File: config.mk
export PLATFORM = sky130hd
export DESIGN_NAME = boot_loader_flat
export DESIGN_NICKNAME = d
export VERILOG_FILES = /design/src/rtl/boot_loader_if.sv /design/src/rtl/boot_loader.sv /design/src/flat_wrapper.sv
export SDC_FILE = /design/constraint.sdc
export NUM_CORES = 1
export LEC_CHECK = 0
export BUFFER_PORTS_ARGS = -buffer_cell sky130_fd_sc_hd__buf_2
export CAP_MARGIN = 15
export CORE_UTILIZATION = 62
export CTS_CLUSTER_SIZE = 25
export DETAILED_ROUTE_END_ITERATION = 6
export PLACE_DENSITY = 0.84
export SETUP_SLACK_MARGIN = 0.05
export SYNTH_ARGS = -nofsm -noshare
export SYNTH_HDL_FRONTEND = slang
export SYNTH_SLANG_ARGS = --single-unit
File: constraint.sdc
create_clock -name clk -period 6.38 [get_ports clk]
set_input_delay 0.319 -clock clk [delete_from_list [all_inputs] [get_ports clk]]
set_output_delay 0.319 -clock clk [all_outputs]
set_load 0.05 [all_outputs]
File: src/rtl/boot_loader_if.sv
// Host byte stream, ROM write port and core-control bundle for boot_loader.
// master = host/bench side, slave = loader side.
interface boot_loader_if #(
  parameter int XLEN   = 32,
  parameter int AWIDTH = 12
);
  logic              rx_valid;
  logic [7:0]        rx_data;
  logic              rx_ready;
  logic [AWIDTH-1:0] mem_addr;
  logic [XLEN-1:0]   mem_wdata;
  logic              mem_we;
  logic              core_rst_n;
  logic              done;
  logic              error;

  modport master (
    output rx_valid, rx_data,
    input  rx_ready, mem_addr, mem_wdata, mem_we, core_rst_n, done, error
  );

  modport slave (
    input  rx_valid, rx_data,
    output rx_ready, mem_addr, mem_wdata, mem_we, core_rst_n, done, error
  );
endinterface

File: src/rtl/boot_loader.sv
// Boot sequencer: streams little-endian words from a byte link into the instruction ROM,
// then releases the core. Define BOOT_CHECKSUM_EN to require a trailing mod-256 checksum byte.
module boot_loader #(
  parameter int XLEN   = 32,
  parameter int AWIDTH = 12
) (
  input  logic           clk,
  input  logic           rst_n,
  boot_loader_if.slave   bus
);
  localparam int          IDX_W     = AWIDTH - 2;
  localparam logic [31:0] MAX_WORDS = 32'd1 << IDX_W;

  typedef enum logic [2:0] {
    S_LEN,
    S_DATA,
    S_WRITE,
`ifdef BOOT_CHECKSUM_EN
    S_CSUM,
`endif
    S_RUN,
    S_ERROR
  } state_t;

  state_t            state_reg;
  logic [31:0]       count_reg;
  logic [XLEN-1:0]   shift_reg;
  logic [1:0]        byte_cnt_reg;
  logic [IDX_W-1:0]  word_idx_reg;
`ifdef BOOT_CHECKSUM_EN
  logic [7:0]        csum_reg;
`endif

  logic              accept;
  logic [31:0]       len_next;
  logic [XLEN-1:0]   word_next;
  logic              last_word;

  // Bytes shift in from the top so byte k ends up in bits [8k+7:8k] after four accepts.
  assign accept    = bus.rx_valid && bus.rx_ready;
  assign len_next  = {bus.rx_data, count_reg[31:8]};
  assign word_next = {bus.rx_data, shift_reg[XLEN-1:8]};
  assign last_word = (32'(word_idx_reg) + 32'd1) == count_reg;

  always_ff @(posedge clk or negedge rst_n) begin
    if (!rst_n) begin
      state_reg      <= S_LEN;
      count_reg      <= '0;
      shift_reg      <= '0;
      byte_cnt_reg   <= '0;
      word_idx_reg   <= '0;
`ifdef BOOT_CHECKSUM_EN
      csum_reg       <= '0;
`endif
      bus.rx_ready   <= 1'b1;
      bus.mem_addr   <= '0;
      bus.mem_wdata  <= '0;
      bus.mem_we     <= 1'b0;
      bus.core_rst_n <= 1'b0;
      bus.done       <= 1'b0;
      bus.error      <= 1'b0;
    end else begin
      bus.mem_we <= 1'b0;
      case (state_reg)
        S_LEN: begin
          if (accept) begin
            count_reg    <= len_next;
            byte_cnt_reg <= byte_cnt_reg + 2'd1;
            if (byte_cnt_reg == 2'd3) begin
              if (len_next > MAX_WORDS) begin
                state_reg    <= S_ERROR;
                bus.rx_ready <= 1'b0;
                bus.error    <= 1'b1;
              end else if (len_next == 32'd0) begin
`ifdef BOOT_CHECKSUM_EN
                state_reg      <= S_CSUM;
`else
                state_reg      <= S_RUN;
                bus.rx_ready   <= 1'b0;
                bus.core_rst_n <= 1'b1;
                bus.done       <= 1'b1;
`endif
              end else begin
                state_reg <= S_DATA;
              end
            end
          end
        end
        S_DATA: begin
          if (accept) begin
            shift_reg    <= word_next;
            byte_cnt_reg <= byte_cnt_reg + 2'd1;
`ifdef BOOT_CHECKSUM_EN
            csum_reg     <= csum_reg + bus.rx_data;
`endif
            if (byte_cnt_reg == 2'd3) begin
              state_reg     <= S_WRITE;
              bus.rx_ready  <= 1'b0;
              bus.mem_we    <= 1'b1;
              bus.mem_addr  <= {word_idx_reg, 2'b00};
              bus.mem_wdata <= word_next;
            end
          end
        end
        S_WRITE: begin
          word_idx_reg <= word_idx_reg + 1'b1;
          if (last_word) begin
`ifdef BOOT_CHECKSUM_EN
            state_reg      <= S_CSUM;
            bus.rx_ready   <= 1'b1;
`else
            state_reg      <= S_RUN;
            bus.core_rst_n <= 1'b1;
            bus.done       <= 1'b1;
`endif
          end else begin
            state_reg    <= S_DATA;
            bus.rx_ready <= 1'b1;
          end
        end
`ifdef BOOT_CHECKSUM_EN
        S_CSUM: begin
          if (accept) begin
            bus.rx_ready <= 1'b0;
            if (bus.rx_data == csum_reg) begin
              state_reg      <= S_RUN;
              bus.core_rst_n <= 1'b1;
              bus.done       <= 1'b1;
            end else begin
              state_reg <= S_ERROR;
              bus.error <= 1'b1;
            end
          end
        end
`endif
        S_RUN, S_ERROR: begin
          bus.rx_ready <= 1'b0;
        end
        default: begin
          state_reg      <= S_ERROR;
          bus.rx_ready   <= 1'b0;
          bus.core_rst_n <= 1'b0;
          bus.error      <= 1'b1;
        end
      endcase
    end
  end
endmodule
File: src/flat_wrapper.sv
// flat-port wrapper written by rule: the top's interface ports become plain ports
module boot_loader_flat 
#(
  parameter int XLEN   = 32,
  parameter int AWIDTH = 12
)
  (clk, rst_n, bus_rx_valid, bus_rx_data, bus_rx_ready, bus_mem_addr, bus_mem_wdata, bus_mem_we, bus_core_rst_n, bus_done, bus_error);
  boot_loader_if #(.XLEN(XLEN), .AWIDTH(AWIDTH)) bus_i ();
  input  logic clk;
  input  logic rst_n;
  input wire logic [$bits(bus_i.rx_valid)-1:0] bus_rx_valid;
  input wire logic [$bits(bus_i.rx_data)-1:0] bus_rx_data;
  output wire logic [$bits(bus_i.rx_ready)-1:0] bus_rx_ready;
  output wire logic [$bits(bus_i.mem_addr)-1:0] bus_mem_addr;
  output wire logic [$bits(bus_i.mem_wdata)-1:0] bus_mem_wdata;
  output wire logic [$bits(bus_i.mem_we)-1:0] bus_mem_we;
  output wire logic [$bits(bus_i.core_rst_n)-1:0] bus_core_rst_n;
  output wire logic [$bits(bus_i.done)-1:0] bus_done;
  output wire logic [$bits(bus_i.error)-1:0] bus_error;
  assign bus_i.rx_valid = bus_rx_valid;
  assign bus_i.rx_data = bus_rx_data;
  assign bus_rx_ready = bus_i.rx_ready;
  assign bus_mem_addr = bus_i.mem_addr;
  assign bus_mem_wdata = bus_i.mem_wdata;
  assign bus_mem_we = bus_i.mem_we;
  assign bus_core_rst_n = bus_i.core_rst_n;
  assign bus_done = bus_i.done;
  assign bus_error = bus_i.error;
  boot_loader #(.XLEN(XLEN), .AWIDTH(AWIDTH)) u_core (.clk(clk), .rst_n(rst_n), .bus(bus_i));
endmodule
==> parameters.txt, run 1 <==
Parameter                              Value

Worst setup path
  Classification of the worst setup path ... reg2reg
  Endpoint type of the worst setup path ... flop
  Sequence of cells on the critical path ... ha_1 > and4_4 > nand2_1 > nor4_1 > nor3_1 > or4b_1 > o311a_1
  Launch point of the worst reg-to-reg path ... u_core.word_idx_reg[0]
  Delay of the slowest cell on the worst path ... 570 ps
  R2R Setup Slk ... 3760 ps
  Arrival time worst endpoint ... 3070 ps
  Destination of the critical timing path ... u_core.bus.rx_ready
  Crit Path Max Fanout ... 9
  Critical Path Start ... u_core.word_idx_reg[0]
  R2r worst-path depth ... 7
  Endpoint required time on the critical path ... 6830 ps
  Launching element type of the critical path ... flop
  Critical register-to-register path endpoint ... u_core.bus.rx_ready
  Slowest stage cell, crit path ... sky130_fd_sc_hd__or4b_1

Power
  IR drop worst, VDD ... 313.1 uV
  Leak pwr ... 2.929 nW
  PwrDens ... 530.0 nW/um^2

GRT
  Overall fraction of global-route tracks in use ... 0.2846
  Busiest grt layer ... met2
  Vias in the first global route ... 3599
  Overflow after GRT ... 0
  Met2 track demand over resource in global routing ... 0.4827
  Global routing usage on met1 ... 0.3448
  Pin count of the biggest net entering global routing ... 70
  First-pass GRT wire length ... 18.23 mm
  Initial antenna violation count ... 0
  Met3 capacity usage during global routing ... 0.06404

Floorplan
  Area of the die ... 8562 sq um
  Chip Height ... 92.53 um
  Die Span X ... 92.53 um
  Initial Utilization ... 0.6508
  Number of placement rows ... 32
  Core box area ... 7807 sq um
  IO Pins ... 60

Logic synthesis
  Number of enable flip-flop cells after synthesis ... 0
  Gate count of the mapped netlist ... 431
  Ranking of synthesized cells by instance count ... 117 x sky130_fd_sc_hd__dfrtp_1, 91 x sky130_fd_sc_hd__nand2_1, 71 x sky130_fd_sc_hd__mux2_2, 14 x sky130_fd_sc_hd__buf_2, 12 x sky130_fd_sc_hd__xnor2_1
  Multiplexer fraction of the synthesized cell area ... 0.1574
  Synth Register Bits ... 118
  Largest area contributor in the synthesized netlist ... sky130_fd_sc_hd__dfrtp_1
  Async S/R FF share, synth ... 1.000
  Xor/xnor share of the synthesized area ... 0.03965
  Cell with the most instances after synthesis ... sky130_fd_sc_hd__dfrtp_1
  Area share of the largest cell type after synthesis ... 0.5762
  Cell variety after synth ... 47
  Dominant combinational cell family by area after synthesis ... multiplexers
  Post-Synth Simple-Gate Area ... 0.1482
  Synthesized cell area ... 5081 sq um
  Top cells by area, synth ... sky130_fd_sc_hd__dfrtp_1 58%, sky130_fd_sc_hd__mux2_2 16%, sky130_fd_sc_hd__nand2_1 6.7%, sky130_fd_sc_hd__xnor2_1 2.1%, sky130_fd_sc_hd__xor2_1 1.9%
  Portion of the post-synthesis area used by sequential elements ... 0.5814
  Post-Syn Area per Cell ... 11.79 sq um
  Dominant register cell in the synthesized netlist ... sky130_fd_sc_hd__dfrtp_1
  Post-synthesis compound-gate area fraction ... 0.03201
  Post-Synth Adder-Cell Area ... 0.004925
  Number of warnings reported in the yosys synthesis log ... 0

STA
  Period utilization ... 0.4111
  Rel. slew slack ... 0.2917
  RSZ-0062 raised after global routing ... false
  Final period demand of the worst path ... 2623 ps
  Accumulated negative setup slack ... 0 ps
  Worst-margin pin slew ... 1060 ps
  Final critical-path setup slack ... 3757 ps
  Number of hold-slack violations in the final timing report ... 0
  Finish-stage setup viols ... 0
  Worst Clk Skew ... 13.80 ps
  Number of slew-limit violations in the final report ... 0
  Highest clock rate ... 381.2 MHz

Clock network
  Cell chosen for the clock root ... sky130_fd_sc_hd__clkbuf_8
  TritonCTS buffer count ... 17
  Clock transition at path regs ... 60 ps
  Clock latency at the later pin of the worst-skew pair ... 530 ps
  Number of buffers on the longest clock path ... 2
  Resized Gates After CTS ... 0
  Count of H-tree levels built during CTS ... 4
  Num Clock Sinks ... 118
  CTS tree ... yes

Place
  Detailed placement HPWL ... 6.634 mm
  Number of port buffers ... 57
  Gpl congestion ... 0.9004
  Setup WS pre-CTS ... 3813 ps
  Placed Instance Area ... 5375 sq um

Outcome
  Outcome ... completed

Detailed routing
  1st-pass router iterations ... 5
  Remaining DRCs ... 0
  Final wirelength ... 11.40 mm
  Vias per cell ... 5.952
  First DRT Iteration DRCs ... 247
  Vias after detailed routing ... 3565
  Antenna viol nets, final ... 0
  Drt wl/cell ... 19.04 um

Finish
  Utilization after layout ... 0.7678
  Nets ... 497
  Synth-to-Final Area Change ... 17.98%
  Fill cell total of the finished layout ... 462
  Finished layout cell area ... 5995 sq um
  Antenna diode count ... 0
  Share of final-layout standard cells stronger than drive strength 1 ... 0.3481

Min path
  Path type of the worst min-delay path ... in2reg

Job
  Max-Cap Viols ... 0
## layout make-up
type / count / area [sq um] / area share
well taps: 102 / 127.6 / 0.02129
clock inverters: 13 / 167.7 / 0.02797
repair buffers: 61 / 320.3 / 0.05343
multi-input cells: 279 / 1957 / 0.3264
clock buffers: 19 / 441.7 / 0.07368
flip-flops and latches: 118 / 2954 / 0.4928
inverters: 7 / 26.28 / 0.004383
## power breakdown
group | internal [mW] | switching, mW | total [mW]
clock | 0.620 | 0.357 | 0.977
sequential | 1.03 | 0.250 | 1.28
combinational | 0.337 | 0.580 | 0.917
total | 1.99 | 1.19 | 3.18
## placed cells by master, fill, tap and decap left out, types with 4 or more instances in the layout
master                      Yosys  routed
sky130_fd_sc_hd__buf_2         14      56
sky130_fd_sc_hd__buf_4          4       4
sky130_fd_sc_hd__clkbuf_16      0      16
sky130_fd_sc_hd__dfrtp_1      117     117
sky130_fd_sc_hd__inv_1          6       6
sky130_fd_sc_hd__inv_6          0       4
sky130_fd_sc_hd__mux2_2        71      71
sky130_fd_sc_hd__nand2_1       91      91
sky130_fd_sc_hd__nand3_1        6       5
sky130_fd_sc_hd__nand4_1        7       7
sky130_fd_sc_hd__nor2_1        10      10
sky130_fd_sc_hd__nor3_1        10      10
sky130_fd_sc_hd__nor3b_1        4       4
sky130_fd_sc_hd__nor4_1        10      10
sky130_fd_sc_hd__o21ai_0        7       7
sky130_fd_sc_hd__xnor2_1       12      12
sky130_fd_sc_hd__xor2_1        11      11
## metrics by stage
stage	cells	hold WS (ps)	power [mW]
finish	599	86.69	3.177
global route	599	76.97	3.295
CTS	599	70.72	3.174
detailed placement	566	375.4	2.156
global placement	566	371.7	2.101
floorplan	432	23.41	1.920
## logic make-up after synthesis
logic type | Yosys count
compound gates | 24
xor+xnor | 23
fa+ha+maj | 2
buf+inv | 35
flops | 118
mux | 71
other cells | 1
simple gates | 157
## how the worst min path moves through the flow
stage	from	endpoint	slack [ps]	cells after the start
finish	bus_rx_data[3]	u_core.shift_reg[27]	90	2
global route	bus_rx_data[3]	u_core.bus.mem_wdata[27]	80	2
CTS	bus_rx_data[3]	u_core.count_reg[27]	70	2
detailed placement	rst_n	u_core.bus.mem_wdata[13]	380	1
global placement	rst_n	u_core.bus.mem_wdata[5]	370	1
floorplan	rst_n	u_core.bus.core_rst_n	20	0
## metal layers
layer | routed length (um) | part of all wire
met1 | 4607 | 0.40
met2 | 5885 | 0.52
met3 | 603 | 0.053
met4 | 307 | 0.027
met5 | 0 | 0
## critical path: cells and delay by family, from the launching register on
family	cells	cell delay (ps)
compound gates	1	310
fa+ha+maj	1	400
simple gates	5	1370
flops	1	480
## what timing repair did
item	4_1_cts	5_1_grt
hold buffers	1	0
setup buffers	0	0
hold endpoints to repair	48	0
endpoints found under the setup margin	0	0
Power figures use the tool's default switching activity.
==> run 2: changes to the inputs <==
CORE_UTILIZATION = 58   (was 62)
PLACE_DENSITY = 0.79   (was 0.84)
clock period = 2.73 ns   (was 6.38 ns; I/O delays follow)
==> run 2 against run 1 <==
  * Routed wire length is 1.6% lower
  * Critical endpoint unchanged
  * Global-route usage down 0.81 points
  * Flip-flop and latch count unchanged
  * Largest power group unchanged
  * Via count fell by 1.1%
  * Cell count rose by 2.2%
==> parameters.txt, run 2 (synthesized netlist as in run 1, its figures left out) <==
Parameter                              Value

Outcome
  Outcome ... completed (unchanged)

Detailed routing
  Antenna viol nets, final ... 0 (unchanged)
  First DRT Iteration DRCs ... 171 (was 247)
  Remaining DRCs ... 0 (unchanged)
  Vias per cell ... 5.760 (was 5.952)
  Vias after detailed routing ... 3525 (was 3565)
  Drt wl/cell ... 18.33 um (was 19.04 um)
  1st-pass router iterations ... 4 (was 5)
  Final wirelength ... 11.22 mm (was 11.40 mm)

Worst setup path
  Delay of the slowest cell on the worst path ... 600 ps (was 570 ps)
  Endpoint type of the worst setup path ... flop (unchanged)
  Crit Path Max Fanout ... 5 (was 9)
  Kind of cell with the highest combined delay on the critical path ... simple AND/OR/NAND/NOR gates (unchanged)
  Launching element type of the critical path ... flop (unchanged)
  Sequence of cells on the critical path ... ha_1 > and4_4 > nand2_1 > nor4_1 > nor3_1 > or4b_1 > o311a_1 (unchanged)
  Slowest stage cell, crit path ... sky130_fd_sc_hd__or4b_1 (unchanged)
  R2R Setup Slk ... 240 ps (was 3760 ps)
  Buf+Inv Stages, Crit Path ... 0 (unchanged)
  Classification of the worst setup path ... reg2reg (unchanged)
  Arrival time worst endpoint ... 2910 ps (was 3070 ps)
  Endpoint required time on the critical path ... 3150 ps (was 6830 ps)

Clock network
  Number of buffers on the longest clock path ... 2 (unchanged)
  TritonCTS buffer count ... 17 (unchanged)
  Count of H-tree levels built during CTS ... 4 (unchanged)
  Number of buffers inserted to repair setup after CTS ... 0 (unchanged)
  Clock latency at the later pin of the worst-skew pair ... 510 ps (was 530 ps)
  Num Clock Sinks ... 118 (unchanged)
  CTS tree ... yes (unchanged)
  Cell chosen for the clock root ... sky130_fd_sc_hd__clkbuf_8 (unchanged)
  Clock transition at path regs ... 50 ps (was 60 ps)

Finish
  Nets ... 509 (was 497)
  Antenna diode count ... 0 (unchanged)
  Fill cell total of the finished layout ... 552 (was 462)
  Commonest non-fill, non-tap cells in the layout ... 116 x sky130_fd_sc_hd__dfrtp_1, 91 x sky130_fd_sc_hd__nand2_1, 71 x sky130_fd_sc_hd__mux2_2, 56 x sky130_fd_sc_hd__buf_2, 16 x sky130_fd_sc_hd__clkbuf_16 (was 117 x sky130_fd_sc_hd__dfrtp_1, 91 x sky130_fd_sc_hd__nand2_1, 71 x sky130_fd_sc_hd__mux2_2, 56 x sky130_fd_sc_hd__buf_2, 16 x sky130_fd_sc_hd__clkbuf_16)
  Share of final-layout standard cells stronger than drive strength 1 ... 0.3491 (was 0.3481)
  Synth-to-Final Area Change ... 21.25% (was 17.98%)
  Most common cell after layout, fill and taps aside ... sky130_fd_sc_hd__dfrtp_1 (unchanged)

Floorplan
  Initial Utilization ... 0.6092 (was 0.6508)
  Die Span X ... 95.60 um (was 92.53 um)
  IO Pins ... 60 (unchanged)
  Number of placement rows ... 33 (was 32)
  Core box area ... 8341 sq um (was 7807 sq um)
  Area of the die ... 9138 sq um (was 8562 sq um)
  Chip Height ... 95.60 um (was 92.53 um)

GRT
  Pin count of the biggest net entering global routing ... 56 (was 70)
  Overall fraction of global-route tracks in use ... 0.2765 (was 0.2846)
  Overflow after GRT ... 0 (unchanged)
  Initial antenna violation count ... 0 (unchanged)
  Vias in the first global route ... 3619 (was 3599)
  First-pass GRT wire length ... 18.45 mm (was 18.23 mm)

Power
  Leak pwr ... 3.007 nW (was 2.929 nW)
  IR drop worst, VDD ... 659.1 uV (was 313.1 uV)
  PwrDens ... 1225 nW/um^2 (was 530.0 nW/um^2)

Min path
  Path type of the worst min-delay path ... in2reg (unchanged)

STA
  Final critical-path setup slack ... 240.1 ps (was 3757 ps)
  Final period demand of the worst path ... 2490 ps (was 2623 ps)
  Period utilization ... 0.9121 (was 0.4111)
  Worst Clk Skew ... 10.78 ps (was 13.80 ps)
  Final hold slack ... 64.11 ps (was 86.69 ps)
  Finish-stage setup viols ... 0 (unchanged)
  Number of slew-limit violations in the final report ... 0 (unchanged)
  Highest clock rate ... 401.6 MHz (was 381.2 MHz)
  Accumulated negative setup slack ... 0 ps (unchanged)
  Rel. slew slack ... 0.5450 (was 0.2917)
  RSZ-0062 raised after global routing ... false (unchanged)
  Worst-margin pin slew ... 682.5 ps (was 1060 ps)
  Number of hold-slack violations in the final timing report ... 0 (unchanged)

Job
  Max-Cap Viols ... 0 (unchanged)

Place
  Detailed placement HPWL ... 6.854 mm (was 6.634 mm)
  Number of port buffers ... 57 (unchanged)
  Setup WS pre-CTS ... 344.2 ps (was 3813 ps)
  Gpl congestion ... 0.8490 (was 0.9004)
[run 2: layer usage]
layer	vias up	global-route usage	part of all wire
met5	-	0	0
li1	1608	-	-
met2	110	0.4530	0.51
met4	0	0.1219	0.024
met1	1778	0.3460	0.42
met3	29	0.07257	0.048
[run 2: per-stage QoR]
| step | utilization | area (sq um) | cells | total power, mW |
|---|---|---|---|---|
| finish | 0.7387 | 6161 | 612 | 7.545 |
| global route | 0.7387 | 6161 | 612 | 7.879 |
| CTS | 0.7378 | 6153 | 612 | 7.565 |
| detailed placement | 0.6500 | 5421 | 573 | 5.058 |
| global placement | 0.6500 | 5421 | 573 | 4.944 |
| floorplan | - | 5085 | 432 | 4.488 |
[run 2: where the power goes]
part           total [mW]  switching, mW  internal [mW]  leakage (nW)
clock                2.40          0.743           1.66         0.316
combinational        2.14           1.34          0.805          1.19
sequential           3.00          0.587           2.42          1.50
[run 2: path summary, 6_finish.rpt]
| path | cells after the start | from | to |
|---|---|---|---|
| worst max-delay path | 7 | u_core.word_idx_reg[1] | u_core.bus.rx_ready |
| worst min-delay path | 4 | bus_rx_valid | u_core.state_reg[0] |
| worst max register to register | 7 | u_core.word_idx_reg[1] | u_core.bus.rx_ready |
| worst min register to register | 2 | u_core.bus.mem_wdata[14] | u_core.bus.mem_wdata[14] |
| max in group asynchronous | 3 | rst_n | u_core.bus.rx_ready |
| min in group asynchronous | 2 | rst_n | u_core.bus.mem_wdata[6] |
[run 2: final cells by class]
cell class	count	area [sq um]	area share
Tap cell	105	131.4	0.02132
Inverter	7	26.28	0.004265
Clock inverter	9	172.7	0.02803
Multi-Input combinational cell	279	1963	0.3186
Timing Repair Buffer	73	442.9	0.07189
Sequential cell	118	2955	0.4797
Clock buffer	21	469.2	0.07616
[run 2: repair_timing]
action	4_1_cts	5_1_grt
endpoints found under the setup margin	0	1
hold endpoints to repair	76	0
hold buffers	9	0
gates resized for setup	0	2
[run 2: tightest hold or removal path: stages]
cell	delay (ps)
sky130_fd_sc_hd__buf_2	110
sky130_fd_sc_hd__nand3_1	110
sky130_fd_sc_hd__or3_1	110
sky130_fd_sc_hd__a21oi_1	50
==> run 3: changes to the inputs <==
ABC_AREA = 1   (was not set)
==> run 3 against run 2 <==
  * Synthesized area increased by 0.34%
  * First-iteration DRC count grew 63%
  * Synthesized cell count is 38% higher
  * Core utilization down 0.66 points
==> parameters.txt, run 3 <==
Parameter                              Value

Power
  Proportion of power drawn by the clock network ... 0.543 (was 0.318)
  PwrDens ... 649.6 nW/um^2 (was 1225 nW/um^2)
  Sw Ratio ... 0.1994 (was 0.3536)
  Leak pwr ... 3.277 nW (was 3.007 nW)
  Pint ... 3.191 mW (was 4.877 mW)
  Logic pwr share ... 0.017 (was 0.284)
  Switching power ... 794.7 uW (was 2.668 mW)
  IR drop worst, VDD ... 503.1 uV (was 659.1 uV)
  Power Total ... 3.986 mW (was 7.545 mW)
  Register share of total power ... 0.439 (was 0.398)

Detailed routing
  Vias per cell ... 5.277 (was 5.760)
  1st-pass router iterations ... 5 (was 4)
  Antenna viol nets, final ... 0 (unchanged)
  Vias after detailed routing ... 4127 (was 3525)
  Drt wl/cell ... 14.15 um (was 18.33 um)
  First DRT Iteration DRCs ... 278 (was 171)
  Final wirelength ... 11.07 mm (was 11.22 mm)
  Remaining DRCs ... 0 (unchanged)

Job
  Max-Cap Viols ... 0 (unchanged)

Worst setup path
  Buf+Inv Stages, Crit Path ... 4 (was 0)
  Endpoint required time on the critical path ... 3170 ps (was 3150 ps)
  Arrival time worst endpoint ... 2580 ps (was 2910 ps)
  Delay of the slowest cell on the worst path ... 460 ps (was 600 ps)
  Classification of the worst setup path ... reg2reg (unchanged)
  Endpoint type of the worst setup path ... flop (unchanged)
  Slowest stage cell, crit path ... sky130_fd_sc_hd__buf_4 (was sky130_fd_sc_hd__or4b_1)
  Critical Path Start ... u_core.byte_cnt_reg[0] (was u_core.word_idx_reg[1])
  Launch point of the worst reg-to-reg path ... u_core.byte_cnt_reg[0] (was u_core.word_idx_reg[1])
  Crit Path Max Fanout ... 40 (was 5)
  Cell mode on critical path ... sky130_fd_sc_hd__inv_1
  Launching element type of the critical path ... flop (unchanged)
  Sequence of cells on the critical path ... ha_1 > inv_1 > nor2_1 > inv_1 > nor2_8 > inv_2 > buf_4 > nand2_1 > o21ai_1 (was ha_1 > and4_4 > nand2_1 > nor4_1 > nor3_1 > or4b_1 > o311a_1)
  Kind of cell with the highest combined delay on the critical path ... buffers and inverters (was simple AND/OR/NAND/NOR gates)
  R2R Setup Slk ... 590 ps (was 240 ps)

Logic synthesis
  Dominant register cell in the synthesized netlist ... sky130_fd_sc_hd__dfrtp_1 (unchanged)
  Post-Syn Area per Cell ... 8.569 sq um (was 11.79 sq um)
  Async S/R FF share, synth ... 1.000 (unchanged)
  Synthesized cell area ... 5099 sq um (was 5081 sq um)
  Top cells by area, synth ... sky130_fd_sc_hd__dfrtp_1 57%, sky130_fd_sc_hd__nand2_1 13%, sky130_fd_sc_hd__o21ai_0 5.9%, sky130_fd_sc_hd__inv_1 5.5%, sky130_fd_sc_hd__o21ai_1 3.0% (was sky130_fd_sc_hd__dfrtp_1 58%, sky130_fd_sc_hd__mux2_2 16%, sky130_fd_sc_hd__nand2_1 6.7%, sky130_fd_sc_hd__xnor2_1 2.1%, sky130_fd_sc_hd__xor2_1 1.9%)
  Ranking of synthesized cells by instance count ... 171 x sky130_fd_sc_hd__nand2_1, 117 x sky130_fd_sc_hd__dfrtp_1, 75 x sky130_fd_sc_hd__inv_1, 60 x sky130_fd_sc_hd__o21ai_0, 41 x sky130_fd_sc_hd__nor2_1 (was 117 x sky130_fd_sc_hd__dfrtp_1, 91 x sky130_fd_sc_hd__nand2_1, 71 x sky130_fd_sc_hd__mux2_2, 14 x sky130_fd_sc_hd__buf_2, 12 x sky130_fd_sc_hd__xnor2_1)
  Cell variety after synth ... 30 (was 47)
  Number of warnings reported in the yosys synthesis log ... 0 (unchanged)
  Number of enable flip-flop cells after synthesis ... 0 (unchanged)
  Gate count of the mapped netlist ... 595 (was 431)
  Area share of the largest cell type after synthesis ... 0.5742 (was 0.5762)
  Portion of the post-synthesis area used by sequential elements ... 0.5794 (was 0.5814)
  Largest area contributor in the synthesized netlist ... sky130_fd_sc_hd__dfrtp_1 (unchanged)
  Cell with the most instances after synthesis ... sky130_fd_sc_hd__nand2_1 (was sky130_fd_sc_hd__dfrtp_1)
  Synth Register Bits ... 118 (unchanged)

STA
  Number of slew-limit violations in the final report ... 0 (unchanged)
  Finish-stage setup viols ... 0 (unchanged)
  Worst Clk Skew ... 11.04 ps (was 10.78 ps)
  Rel. slew slack ... 0.5598 (was 0.5450)
  Worst-margin pin slew ... 660.3 ps (was 682.5 ps)
  Highest clock rate ... 466.3 MHz (was 401.6 MHz)
  Period utilization ... 0.7855 (was 0.9121)
  Accumulated negative setup slack ... 0 ps (unchanged)
  RSZ-0062 raised after global routing ... false (unchanged)
  Number of hold-slack violations in the final timing report ... 0 (unchanged)
  Final period demand of the worst path ... 2144 ps (was 2490 ps)

Floorplan
  Chip Height ... 95.76 um (was 95.60 um)
  IO Pins ... 60 (unchanged)
  Die Span X ... 95.76 um (was 95.60 um)
  Core box area ... 8382 sq um (was 8341 sq um)
  Initial Utilization ... 0.6083 (was 0.6092)
  Number of placement rows ... 33 (unchanged)
  Area of the die ... 9170 sq um (was 9138 sq um)

Place
  Gpl congestion ... 0.9438 (was 0.8490)
  Detailed placement HPWL ... 7.382 mm (was 6.854 mm)
  Placed Instance Area ... 5469 sq um (was 5421 sq um)
  Number of port buffers ... 57 (unchanged)

Clock network
  Resized Gates After CTS ... 0 (unchanged)
  Clock latency at the later pin of the worst-skew pair ... 510 ps (about the same)
  Clock transition at path regs ... 60 ps (was 50 ps)
  Number of buffers on the longest clock path ... 2 (unchanged)
  Count of H-tree levels built during CTS ... 4 (unchanged)
  CTS tree ... yes (unchanged)
  Cell chosen for the clock root ... sky130_fd_sc_hd__clkbuf_8 (unchanged)
  Num Clock Sinks ... 118 (unchanged)
  TritonCTS buffer count ... 17 (unchanged)

Outcome
  Outcome ... completed (unchanged)

Min path
  Hold_sp ... bus_rx_valid (unchanged)
  Path type of the worst min-delay path ... in2reg (unchanged)

GRT
  Overall fraction of global-route tracks in use ... 0.2690 (was 0.2765)
  Overflow after GRT ... 0 (unchanged)
  Initial antenna violation count ... 0 (unchanged)
  First-pass GRT wire length ... 18.31 mm (was 18.45 mm)
  Vias in the first global route ... 3959 (was 3619)
  Pin count of the biggest net entering global routing ... 65 (was 56)

Finish
  Share of final-layout standard cells stronger than drive strength 1 ... 0.1699 (was 0.3491)
  Synth-to-Final Area Change ... 20.34% (was 21.25%)
  Commonest non-fill, non-tap cells in the layout ... 171 x sky130_fd_sc_hd__nand2_1, 117 x sky130_fd_sc_hd__dfrtp_1, 75 x sky130_fd_sc_hd__inv_1, 60 x sky130_fd_sc_hd__o21ai_0, 56 x sky130_fd_sc_hd__buf_2 (was 116 x sky130_fd_sc_hd__dfrtp_1, 91 x sky130_fd_sc_hd__nand2_1, 71 x sky130_fd_sc_hd__mux2_2, 56 x sky130_fd_sc_hd__buf_2, 16 x sky130_fd_sc_hd__clkbuf_16)
  Antenna diode count ... 0 (unchanged)
  Nets ... 679 (was 509)
  Most common cell after layout, fill and taps aside ... sky130_fd_sc_hd__nand2_1 (was sky130_fd_sc_hd__dfrtp_1)
  Finished layout cell area ... 6136 sq um (was 6161 sq um)
run 3: final cells by class:
class,count,area [sq um]
Fill cell,571,2246
Multi-Input combinational cell,377,1747
Sequential cell,118,2954
Clock buffer,21,449.2
Clock inverter,9,127.6
Timing Repair Buffer,73,430.4
Inverter,79,296.5
Tap cell,105,131.4
run 3: cell families (layout without fill, tap and decap cells):
logic type / after synthesis / count (layout) / share of synthesized area
flops: 118 / 118 / 0.5794
xor+xnor: 2 / 2 / 0.003436
buf+inv: 101 / 182 / 0.07877
fa+ha+maj: 2 / 2 / 0.004907
simple gates: 262 / 262 / 0.2238
compound gates: 108 / 108 / 0.1068
other cells: 1 / 2 / 0.0007355
mux: 1 / 1 / 0.002208
run 3: per-layer routing:
layer / vias to the layer above / share of wire / routed length [um] / global-route usage
met5: - / 0 / 0 / 0
met1: 1971 / 0.45 / 4996 / 0.3519
met3: 23 / 0.038 / 420 / 0.06556
met2: 117 / 0.49 / 5447 / 0.4321
li1: 2016 / - / - / -
met4: 0 / 0.018 / 200 / 0.1107
run 3: worst register-to-register path, stage by stage, from the launching register on:
cell	delay (ps)
sky130_fd_sc_hd__dfrtp_1	390
sky130_fd_sc_hd__ha_1	200
sky130_fd_sc_hd__inv_1	50
sky130_fd_sc_hd__nor2_1	40
sky130_fd_sc_hd__inv_1	180
sky130_fd_sc_hd__nor2_8	90
sky130_fd_sc_hd__inv_2	410
sky130_fd_sc_hd__buf_4	470
sky130_fd_sc_hd__nand2_1	150
sky130_fd_sc_hd__o21ai_1	100
run 3: power by group through the flow:
stage | logic, mW | clock network, mW | registers [mW]
floorplan | 0.0135 | 0 | 1.78
global placement | 0.0592 | 0 | 1.78
detailed placement | 0.0608 | 0 | 1.78
CTS | 0.0707 | 2.19 | 1.75
global route | 0.0786 | 2.27 | 1.75
finish | 0.0687 | 2.17 | 1.75
run 3: final timing paths:
| check | cells after the start | end |
|---|---|---|
| min | 5 | u_core.shift_reg[15] |
| max | 9 | u_core.bus.mem_wdata[0] |
| max reg2reg | 9 | u_core.bus.mem_wdata[0] |
| min in group asynchronous | 2 | u_core.bus.mem_wdata[10] |
| min reg2reg | 2 | u_core.bus.done |
| max in group asynchronous | 3 | u_core.shift_reg[18] |
run 3: repair_timing:
action | CTS | global route
setup buffers | 0 | 0
hold buffers | 9 | 0
endpoints found under the hold margin | 70 | 0
run 3: metrics by stage:
step | utilization | setup slack [ps] | hold WS [ps] | std cells
floorplan | - | 904.2 | -159.1 | 596
global placement | 0.6525 | 724.2 | 204.5 | 743
detailed placement | 0.6525 | 589.4 | 204.6 | 743
CTS | 0.7321 | 601.5 | 158.2 | 782
global route | 0.7321 | 431.7 | 200.2 | 782
finish | 0.7321 | 585.6 | 175.2 | 782
